--- src/rtl/sync_fifo_param_if.sv ---
// rtl/sync_fifo_param_if.sv - handshake/status bundle between the FIFO and its producer/consumer
interface sync_fifo_param_if #(
  parameter int DATA_W = 32,
  parameter int DEPTH  = 16
);
  localparam int ADDR_W = $clog2(DEPTH);

  logic [DATA_W-1:0] din;
  logic              wr;
  logic              rd;
  logic              clr_err;
  logic [DATA_W-1:0] dout;
  logic              dout_valid;
  logic              full;
  logic              empty;
  logic              almost_full;
  logic              almost_empty;
  logic [ADDR_W:0]   count;
  logic              overflow;
  logic              underflow;

  modport master (
    output din, wr, rd, clr_err,
    input  dout, dout_valid, full, empty, almost_full, almost_empty,
           count, overflow, underflow
  );

  modport slave (
    input  din, wr, rd, clr_err,
    output dout, dout_valid, full, empty, almost_full, almost_empty,
           count, overflow, underflow
  );
endinterface

--- src/rtl/sync_fifo_param.sv ---
// rtl/sync_fifo_param.sv - parametrised single-clock FIFO with occupancy, thresholds and sticky errors
module sync_fifo_param #(
  parameter int DATA_W    = 32,
  parameter int DEPTH     = 16,
  parameter int AFULL_TH  = 12,
  parameter int AEMPTY_TH = 4
) (
  input logic            clk,
  input logic            rst,
  sync_fifo_param_if.slave bus
);
  localparam int ADDR_W = $clog2(DEPTH);
  localparam int CNT_W  = ADDR_W + 1;

  logic [DATA_W-1:0] mem_q [DEPTH];
  logic [ADDR_W-1:0] wptr_q, wptr_d;
  logic [ADDR_W-1:0] rptr_q, rptr_d;
  logic [CNT_W-1:0]  count_q, count_d;
  logic [DATA_W-1:0] dout_q, dout_d;
  logic              dout_valid_q, dout_valid_d;
  logic              overflow_q, overflow_d;
  logic              underflow_q, underflow_d;

  logic full, empty, wr_ok, rd_ok;

  // Flags decode the registered count only, so they never depend on same-cycle requests
  assign full  = (count_q == CNT_W'(DEPTH));
  assign empty = (count_q == '0);

  // A read frees a slot on the same edge, so a full FIFO still takes a write when it is also read
  assign rd_ok = bus.rd & ~empty;
  assign wr_ok = bus.wr & (~full | rd_ok);

  // Next-state for pointers, occupancy, read data and error flags
  always_comb begin
    wptr_d       = wptr_q;
    rptr_d       = rptr_q;
    count_d      = count_q;
    dout_d       = dout_q;
    dout_valid_d = rd_ok;
    overflow_d   = overflow_q;
    underflow_d  = underflow_q;

    if (wr_ok) wptr_d = wptr_q + 1'b1;
    if (rd_ok) begin
      rptr_d = rptr_q + 1'b1;
      dout_d = mem_q[rptr_q];
    end

    if (wr_ok && !rd_ok)      count_d = count_q + 1'b1;
    else if (rd_ok && !wr_ok) count_d = count_q - 1'b1;

    // Clear first so that a coinciding new error event wins
    if (bus.clr_err) begin
      overflow_d  = 1'b0;
      underflow_d = 1'b0;
    end
    if (bus.wr && !wr_ok) overflow_d  = 1'b1;
    if (bus.rd && empty)  underflow_d = 1'b1;
  end

  // Control state with asynchronous active-low reset
  always_ff @(posedge clk or negedge rst) begin
    if (!rst) begin
      wptr_q       <= '0;
      rptr_q       <= '0;
      count_q      <= '0;
      dout_q       <= '0;
      dout_valid_q <= 1'b0;
      overflow_q   <= 1'b0;
      underflow_q  <= 1'b0;
    end else begin
      wptr_q       <= wptr_d;
      rptr_q       <= rptr_d;
      count_q      <= count_d;
      dout_q       <= dout_d;
      dout_valid_q <= dout_valid_d;
      overflow_q   <= overflow_d;
      underflow_q  <= underflow_d;
    end
  end

  // Storage array is intentionally not reset; writes blocked while reset is held
  always_ff @(posedge clk) begin
    if (wr_ok && rst) mem_q[wptr_q] <= bus.din;
  end

  assign bus.dout         = dout_q;
  assign bus.dout_valid   = dout_valid_q;
  assign bus.full         = full;
  assign bus.empty        = empty;
  assign bus.almost_full  = (count_q >= CNT_W'(AFULL_TH));
  assign bus.almost_empty = (count_q <= CNT_W'(AEMPTY_TH));
  assign bus.count        = count_q;
  assign bus.overflow     = overflow_q;
  assign bus.underflow    = underflow_q;
endmodule

--- src/flat_wrapper.sv ---
// flat-port wrapper written by rule: the top's interface ports become plain ports
module sync_fifo_param_flat 
#(
  parameter int DATA_W    = 32,
  parameter int DEPTH     = 16,
  parameter int AFULL_TH  = 12,
  parameter int AEMPTY_TH = 4
)
  (clk, rst, bus_din, bus_wr, bus_rd, bus_clr_err, bus_dout, bus_dout_valid, bus_full, bus_empty, bus_almost_full, bus_almost_empty, bus_count, bus_overflow, bus_underflow);
  sync_fifo_param_if #(.DATA_W(DATA_W), .DEPTH(DEPTH)) bus_i ();
  input logic clk;
  input logic rst;
  input wire logic [$bits(bus_i.din)-1:0] bus_din;
  input wire logic [$bits(bus_i.wr)-1:0] bus_wr;
  input wire logic [$bits(bus_i.rd)-1:0] bus_rd;
  input wire logic [$bits(bus_i.clr_err)-1:0] bus_clr_err;
  output wire logic [$bits(bus_i.dout)-1:0] bus_dout;
  output wire logic [$bits(bus_i.dout_valid)-1:0] bus_dout_valid;
  output wire logic [$bits(bus_i.full)-1:0] bus_full;
  output wire logic [$bits(bus_i.empty)-1:0] bus_empty;
  output wire logic [$bits(bus_i.almost_full)-1:0] bus_almost_full;
  output wire logic [$bits(bus_i.almost_empty)-1:0] bus_almost_empty;
  output wire logic [$bits(bus_i.count)-1:0] bus_count;
  output wire logic [$bits(bus_i.overflow)-1:0] bus_overflow;
  output wire logic [$bits(bus_i.underflow)-1:0] bus_underflow;
  assign bus_i.din = bus_din;
  assign bus_i.wr = bus_wr;
  assign bus_i.rd = bus_rd;
  assign bus_i.clr_err = bus_clr_err;
  assign bus_dout = bus_i.dout;
  assign bus_dout_valid = bus_i.dout_valid;
  assign bus_full = bus_i.full;
  assign bus_empty = bus_i.empty;
  assign bus_almost_full = bus_i.almost_full;
  assign bus_almost_empty = bus_i.almost_empty;
  assign bus_count = bus_i.count;
  assign bus_overflow = bus_i.overflow;
  assign bus_underflow = bus_i.underflow;
  sync_fifo_param #(.DATA_W(DATA_W), .DEPTH(DEPTH), .AFULL_TH(AFULL_TH), .AEMPTY_TH(AEMPTY_TH)) u_core (.clk(clk), .rst(rst), .bus(bus_i));
endmodule
--- config.mk ---
export PLATFORM = sky130hd
export DESIGN_NAME = sync_fifo_param_flat
export DESIGN_NICKNAME = d
export VERILOG_FILES = /design/src/rtl/sync_fifo_param_if.sv /design/src/rtl/sync_fifo_param.sv /design/src/flat_wrapper.sv
export SDC_FILE = /design/constraint.sdc
export NUM_CORES = 1
export LEC_CHECK = 0
export CORE_ASPECT_RATIO = 0.8
export CORE_MARGIN = 5
export CORE_UTILIZATION = 40
export DETAILED_ROUTE_END_ITERATION = 12
export PLACE_DENSITY = 0.58
export SYNTH_ARGS = -nofsm -noshare
export SYNTH_HDL_FRONTEND = slang
export SYNTH_SLANG_ARGS = --single-unit
export TNS_END_PERCENT = 10
--- constraint.sdc ---
create_clock -name clk -period 3.5 [get_ports clk]
set_input_delay 0.7 -clock clk [delete_from_list [all_inputs] [get_ports clk]]
set_output_delay 0.7 -clock clk [all_outputs]
set_load 0.05 [all_outputs]
; ---- Yosys cells after proc, flatten, opt, wreduce, memory -nomap -nowiden
; Memory sizes are Yosys's and may differ from the RTL's. A register that Yosys moved wholly into a read port is not among the register bits.
; Index checks and enable logic that the tools add are counted.
[totals]
regBits = 16
mem_bits_rw = 512
in_bits = 37
out_inout_bits = 44
elab_cells = 38
n_memories = 1
[op_classes]
add_sub_neg = 4
order_cmp = 2
n_eq_ne = 1
mux = 7
bitwise_logic = 5
reduce_logical = 12
[mem_list]
columns = memory, depth, width, rd, rd_ports_with_merged_regs, write_ports, line_no
row1 = u_core.mem_q, 16, 32, 1, 1, 1, sync_fifo_param.sv:15  ; logic [DATA_W-1:0] mem_q [DEPTH];
[ops]
columns = op, count
row1 = $mux W5, 2
row2 = $add A4 B1 Y4 const B, 2
row3 = $reduce_bool A2 Y1, 3
row4 = $add A5 B1 Y5 const B, 1
row5 = $eq A5 B5 Y1 const B, 1
row6 = $ge A5 B4 Y1 const B, 1
row7 = $le A5 B3 Y1 const B, 1
row8 = $logic_and A1 B1 Y1, 5
row9 = $logic_not A5 Y1, 1
row10 = $mux W1, 5
row11 = $sub A5 B1 Y5 const B, 1
row12 = $logic_not A1 Y1, 3
row13 = $and A1 B1 Y1, 2
row14 = $not A1 Y1, 2
row15 = $or A1 B1 Y1, 1

; ---- Logic depth before layout (Yosys ltp)
; Gate-level depths: netlist of run 1.
[depth]
ltp_word = 9
ltp_mapped = 10
ltp_nobuf = 9

; ---- Least setup slack after synthesis of run 1
; Ideal clock, no wire load.
[synth_timing]
kind = reg2reg
startpoint = reg u_core.count_q[0] (netlist: u_core.bus.count[0])
endpoint = mem u_core.mem_q[12][0] (enable)
setup_time_ps = 421
arrival_ps = 2765
t_required_ps = 3079
path_slack_ps = 314
path_stages_with_launch = 6
path_buffers = 1
period_less_slack_ps = 3186
path_cell_list = dfrtp_1 -> or4_4 -> o31a_1 -> buf_2 -> nand2_1 -> nor2_1
[synth_between]
elab_chain_cells = 8
elab_cells_between_ends = 10
cone_classes = eq/ne (1) / mux (2) / bitwise (5) / reduce/logical (2)
[synth_lines]
columns = item, line_no
row1 = "start, declared", sync_fifo_param.sv:18  ; logic [CNT_W-1:0] count_q, count_d;
row2 = "start signal, assigned", sync_fifo_param.sv:75  ; count_q <= count_d;
row3 = $logic_not A5 Y1, sync_fifo_param.sv:28  ; assign empty = (count_q == '0);
row4 = $not A1 Y1, sync_fifo_param.sv:31  ; assign rd_ok = bus.rd & ~empty;
row5 = $and A1 B1 Y1, sync_fifo_param.sv:31
row6 = $or A1 B1 Y1 (*), sync_fifo_param.sv:32  ; assign wr_ok = bus.wr & (~full | rd_ok);
row7 = $and A1 B1 Y1 (*), sync_fifo_param.sv:32
row8 = $logic_and A1 B1 Y1 (*), sync_fifo_param.sv:85  ; if (wr_ok && rst) mem_q[wptr_q] <= bus.din;
row9 = $mux W1 (*), sync_fifo_param.sv:85
row10 = $mux W1 (implied by the code) (*), sync_fifo_param.sv:85
row11 = "end, declared", sync_fifo_param.sv:15
; Mark *: on every way between the ends. The rest lies on a longest branch, timed or not.

; ---- Worst setup path in the final report of run 1
[layout_timing]
startpoint = reg u_core.count_q[0] (netlist: u_core.bus.count[0])
endpoint = out bus_empty
[layout_between]
elab_chain_cells = 1
[layout_lines]
columns = item, line_no
row1 = $logic_not A5 Y1, sync_fifo_param.sv:28
row2 = "end, declared", flat_wrapper.sv:20  ; output wire logic [$bits(bus_i.empty)-1:0] bus_empty;
; No other way between the ends.

==> flow_summary.ini, run 1 <==
[status]
status = finished clean

[die]
die_x_um = 269
core_mm2 = 0.0535
die_area_mm2 = 0.0586
rows = 76
initial_core_util_pct = 40.2
die_h_um = 218
io_pins = 81

[critical_path]
cp_max_fo = 6
cp_slowest_stage_delay_ns = 0.84
worstPathArrival_ns = 2.65
end_kind = primary output
startpoint_type = register
crit_chain = or4_4 > nor2_1 > clkdlybuf4s50_1
crit_type = reg2out
critPathSlowestCell = clkdlybuf4s50_1
required_ns = 2.80

[sta]
relSlewSlack_pct = 48.1
tightestPinTransition_ns = 0.779
fin_setup_tns_ns = 0
clock.fmax_mhz = 298
setup_violations = 0
hold_viol = 0
period_share_pct = 95.8
rsz0062_at_grt = no
finalCriticalPeriod_ns = 3.35
slew_violations = 0
skew_ns = 0.0228

[routing]
dr_wl_met3_um = 2280
viasPerCell = 5.41
post_drt_wl_per_cell_um = 25.9
first_iter_violations = 924
wl_met1_um = 22000
drc_errors = 0
firstDrtPassIters = 5
topRoutingLayerUsed = met4
ant_nets = 0
wl_met2_um = 22400
wl_um = 47500
vias = 9946

[placement]
post-dp-hpwl_um = 27200
place_inst = 1738
port-buffer-count = 80
gp_congestion = 0.729

[pwr]
p_leak_uw = 0.00807
power.density_mw_per_mm2 = 812
peakVddDrop_uv = 358

[yosys]
synth_nets = 1001
ys_seq_area_share_pct = 76.9
synth-edff-count = 512
yosysUniqueCellTypes = 41
syn-cell-area_mm2 = 0.0215
synth_top_area_cell = edfxtp_1
yosysWarnings = 0
yosys-top-cells-area = edfxtp_1, mux4_2, dfrtp_1, mux2_2, o22ai_1
syn_area_per_cell_um2 = 22.6
synth-async-reset-ratio_pct = 8.57
synth_common_cells = edfxtp_1, mux4_2, o22ai_1, dfrtp_1, mux2_2
synth_top_cell_area_share_pct = 71.4
ys_ff_latch = 560
syn_inst = 954
ys.flop_type = edfxtp_1
synth_most_common_cell = edfxtp_1

[clock_network]
cts_tree = done
post_cts_buffers = 0
root_buffer = clkbuf_16
clockBufferDepth = 3
clkLatencyLatePin_ns = 0.60
clk_pin_slew_ns = 0.06
htree_levels = 2
cts.sinks = 560
cts_made_buffers = 53

[layout]
drive_above_1_share_pct = 30.6
area_growth_pct = 17.7
final_cells = 1838
diodes = 0
layout.nets = 1139

[global_route]
grt_max_degree = 69
grt_pass1_vias = 10500
grt.overflow.total = 0
grt_first_pass_wirelength_um = 71200
antenna_found_initial = 0
grt_usage_pct = 16.2

[worst_hold_path]
hold_path_class = reg2reg

[job]
drv_cap = 0
per-stage QoR:
step	instance area (um^2)	util (%)	setup WS [ns]	hold WS, ns	power, uW
2_1_floorplan	21500	-	0.314	0.404	13000
3_3_place_gp	23500	44.0	0.415	0.516	14900
3_5_place_dp	23500	44.0	0.406	0.519	14900
4_1_cts	25400	47.4	0.0972	0.529	20900
5_1_grt	25400	47.4	0.0155	0.574	21500
6_report	25400	47.4	0.147	0.521	20600
where the power goes:
| group | internal, uW | switching (uW) |
|---|---|---|
| Combinational | 2850 | 3350 |
| Clock | 3450 | 2450 |
| Sequential | 7920 | 570 |
| Total | 14200 | 6370 |
logic make-up after synthesis:
group                      Yosys count  share of synthesized area [%]
DFF                                560                           76.9
xor gates and xnor gates            10                          0.407
AOI/OAI and AO/OA                  109                           3.83
adders and majority gates           10                          0.616
muxes                              163                           15.4
and+or+nand+nor                     41                          0.888
buffers and inverters               61                           1.94
sequential cells by signal (all words and copies together), names as in the netlist:
signal and count:
u_core.bus.count 5, u_core.bus.dout_valid 1, u_core.rptr_q 4, u_core.bus.underflow 1, u_core.mem_q 512, u_core.bus.overflow 1
u_core.bus.dout 32, u_core.wptr_q 4
layout by cell type, fill, tap and decap left out, types with 8 or more instances in the layout:
cell type | Yosys | layout
edfxtp_1 | 512 | 512
ha_1 | 9 | 9
buf_4 | 2 | 41
nand2_1 | 10 | 10
clkinv_2 | 0 | 8
clkinv_1 | 0 | 15
xnor2_1 | 9 | 9
dfrtp_1 | 48 | 45
clkdlybuf4s50_1 | 0 | 78
mux4_2 | 117 | 117
inv_1 | 8 | 8
mux2_2 | 33 | 33
buf_12 | 7 | 13
nor2_4 | 0 | 16
mux4_1 | 11 | 11
clkbuf_16 | 0 | 54
o22ai_1 | 55 | 55
a21oi_2 | 29 | 29
o22ai_2 | 9 | 9
layer usage:
| metal | track usage [%] | vias to the layer above |
|---|---|---|
| met5 | 0 | - |
| met2 | 25.6 | 220 |
| li1 | - | 4298 |
| met4 | 3.55 | 0 |
| met1 | 23.7 | 5365 |
| met3 | 3.32 | 63 |
cell type report:
class                      instances  area (um^2)
sequential                       560        16600
clock buffer                      66         1450
multi-input combinational        333         4680
inverter                           9         35.0
timing repair buffer             135         1370
fill                            4350        28200
clock inverter                    33          354
tap                              702          878
timing repair:
action                                  in CTS  in global routing
hold buffers                                 1                  0
hold endpoints to repair                     5                  0
resized for setup                            1                  0
endpoints found under the setup margin       1                  0
worst max-delay path, delay by kind of cell (launching register included):
kind                   cells  cell delay, ns
AND/OR/NAND/NOR            2            0.77
flip-flops                 1            0.46
buffers and inverters      1            0.84
final timing paths:
| path | from | end | slack [ns] | cells after the start |
|---|---|---|---|---|
| worst max-delay path | u_core.bus.count[0] | bus_empty | 0.15 | 3 |
| worst min register to register | u_core.bus.underflow | u_core.bus.underflow | 0.52 | 2 |
| worst min-delay path | u_core.bus.underflow | u_core.bus.underflow | 0.52 | 2 |
| min in group asynchronous | rst | u_core.bus.dout[12] | 0.64 | 2 |
| worst max register to register | u_core.bus.count[0] | u_core.bus.count[4] | 0.70 | 9 |
| max in group asynchronous | rst | u_core.rptr_q[3] | 1.71 | 3 |
Note: power is estimated with default switching activity, not from simulation.
==> run 2: changes to the inputs <==
--- a/config.mk
+++ b/config.mk
@@ -9,7 +9,7 @@
 export CORE_MARGIN = 5
 export CORE_UTILIZATION = 40
 export DETAILED_ROUTE_END_ITERATION = 12
-export PLACE_DENSITY = 0.58
+export PLACE_DENSITY = 0.6
 export SYNTH_ARGS = -nofsm -noshare
 export SYNTH_HDL_FRONTEND = slang
 export SYNTH_SLANG_ARGS = --single-unit
==> constraint.sdc (replaced) <==
create_clock -name clk -period 3 [get_ports clk]
set_input_delay 0.6 -clock clk [delete_from_list [all_inputs] [get_ports clk]]
set_output_delay 0.6 -clock clk [all_outputs]
set_load 0.05 [all_outputs]
==> run 2 against run 1 <==
Sequential share of layout area is 0.080 points lower. First-iteration DRC count is 30% lower. Cell count hardly changed. Via count is 0.72% lower. Worst hold slack worse by 0.46 ns. Register-to-register slack worse by 0.47 ns. Core utilization is 0.058 points higher. Power is 16% higher. Worst setup slack better by 0.087 ns. Non-clock buffer count is 1 lower. Largest cell class unchanged. Largest power group unchanged. Highest routed layer unchanged.
==> flow_summary.ini, run 2 (synthesized netlist as in run 1, its figures left out) <==
[routing]
topRoutingLayerUsed = met4
wl_um = 45400
first_iter_violations = 647
wl_met1_um = 21800
ant_nets = 0
dr_wl_met3_um = 1970
vias = 9874
post_drt_wl_per_cell_um = 24.7
firstDrtPassIters = 5
viasPerCell = 5.37
drc_errors = 0
wl_met2_um = 20800

[critical_path]
critPathSlowestCell = or4_4
end_kind = primary output
cp_max_fo = 6
startpoint_type = register
worstPathArrival_ns = 2.17
r2r-start = u_core.bus.count[3]
cp-startpoint = u_core.bus.count[3]
crit_chain = or4_4 > or2_2 > inv_1 > buf_4
cp_slowest_stage_delay_ns = 0.57
crit_type = reg2out
required_ns = 2.40

[pwr]
p_leak_uw = 0.00809
peakVddDrop_uv = 504
power.density_mw_per_mm2 = 938
totalPowerFinal_uw = 23800

[global_route]
grt.overflow.total = 0
grt_pass1_vias = 10400
grt_usage_pct = 15.5
grt_max_degree = 53
antenna_found_initial = 0
grt_first_pass_wirelength_um = 69000

[die]
die_area_mm2 = 0.0586
rows = 76
io_pins = 81
initial_core_util_pct = 40.2
die_h_um = 218
die_x_um = 269
core_mm2 = 0.0535

[clock_network]
root_buffer = clkbuf_16
clockBufferDepth = 3
cts.sinks = 560
clkLatencyLatePin_ns = 0.60
htree_levels = 2
cts_hold_buf = 0
cts_made_buffers = 54
cts_tree = done
clk_pin_slew_ns = 0.06

[layout]
final_common_cell = edfxtp_1
area_growth_pct = 17.8
final_util_pct = 47.4
largest_reg_flops = 512
layout.nets = 1139
drive_above_1_share_pct = 31.0
diodes = 0
most-common-layout-cells = edfxtp_1, mux4_2, clkdlybuf4s50_1
design_area_mm2 = 0.0254
max_flop_register = u_core.mem_q

[sta]
hold_viol = 0
clock.fmax_mhz = 362
relSlewSlack_pct = 38.5
slew_violations = 0
skew_ns = 0.0143
tightestPinTransition_ns = 0.918
period_share_pct = 92.2
finalCriticalPeriod_ns = 2.77
rsz0062_at_grt = no
setup_violations = 0

[status]
status = finished clean

[placement]
gp_congestion = 0.725
port-buffer-count = 80
post-dp-hpwl_um = 26500
placed_area_mm2 = 0.0236

[worst_hold_path]
hold_path_class = in2async

[job]
drv_cap = 0
[run 2: path summary, 6_finish.rpt]
| path | end | slack (ns) | cells after the start |
|---|---|---|---|
| worst max register to register | u_core.bus.count[4] | 0.23 | 9 |
| worst min register to register | u_core.bus.underflow | 0.53 | 2 |
| max in group asynchronous | u_core.rptr_q[3] | 2.24 | 2 |
| min in group clk | u_core.bus.underflow | 0.53 | 2 |
| worst max-delay path | bus_full | 0.23 | 4 |
| worst min-delay path | u_core.bus.dout[31] | 0.06 | 2 |
[run 2: critical path: cells and delay by family, from the launching register on]
kind,cells,cell delay [ns]
buf+inv,2,0.25
flops,1,0.45
simple gates,2,0.88
[run 2: metrics by stage]
stage / hold WS [ns] / cells / setup TNS [ns] / setup slack, ns
after global placement: 0.516 / 1738 / 0 / 0.150
after global routing: 0.0308 / 1839 / 0 / 0.0369
after floorplan: 0.304 / 954 / -89.26 / -0.186
final: 0.0575 / 1839 / 0 / 0.234
after detailed placement: 0.523 / 1738 / 0 / 0.0900
after CTS: 0.00845 / 1839 / 0 / 0.0434
[run 2: timing repair]
action,in CTS,in global routing
resized for setup,0,1
endpoints found under the setup margin,0,1
buffers inserted,0,0
[run 2: layout make-up]
cell class                 instances  area, um^2
clock buffer                      81        1540
clock inverter                    20         225
fill                            4362       28100
inverter                           9        35.0
multi-input combinational        333        4680
sequential                       560       16600
tap                              702         878
timing repair buffer             134        1440
[run 2: power by group]
part | switching (uW) | internal (uW) | leakage [uW]
Combinational | 3950 | 3330 | 0.00207
Sequential | 552 | 9240 | 0.00515
Clock | 2830 | 3910 | 0.000867
[run 2: metal layers]
layer | global-route usage (%) | vias up
met4 | 3.64 | 0
li1 | - | 4306
met3 | 2.82 | 58
met2 | 23.9 | 190
met5 | 0 | -
met1 | 23.4 | 5320
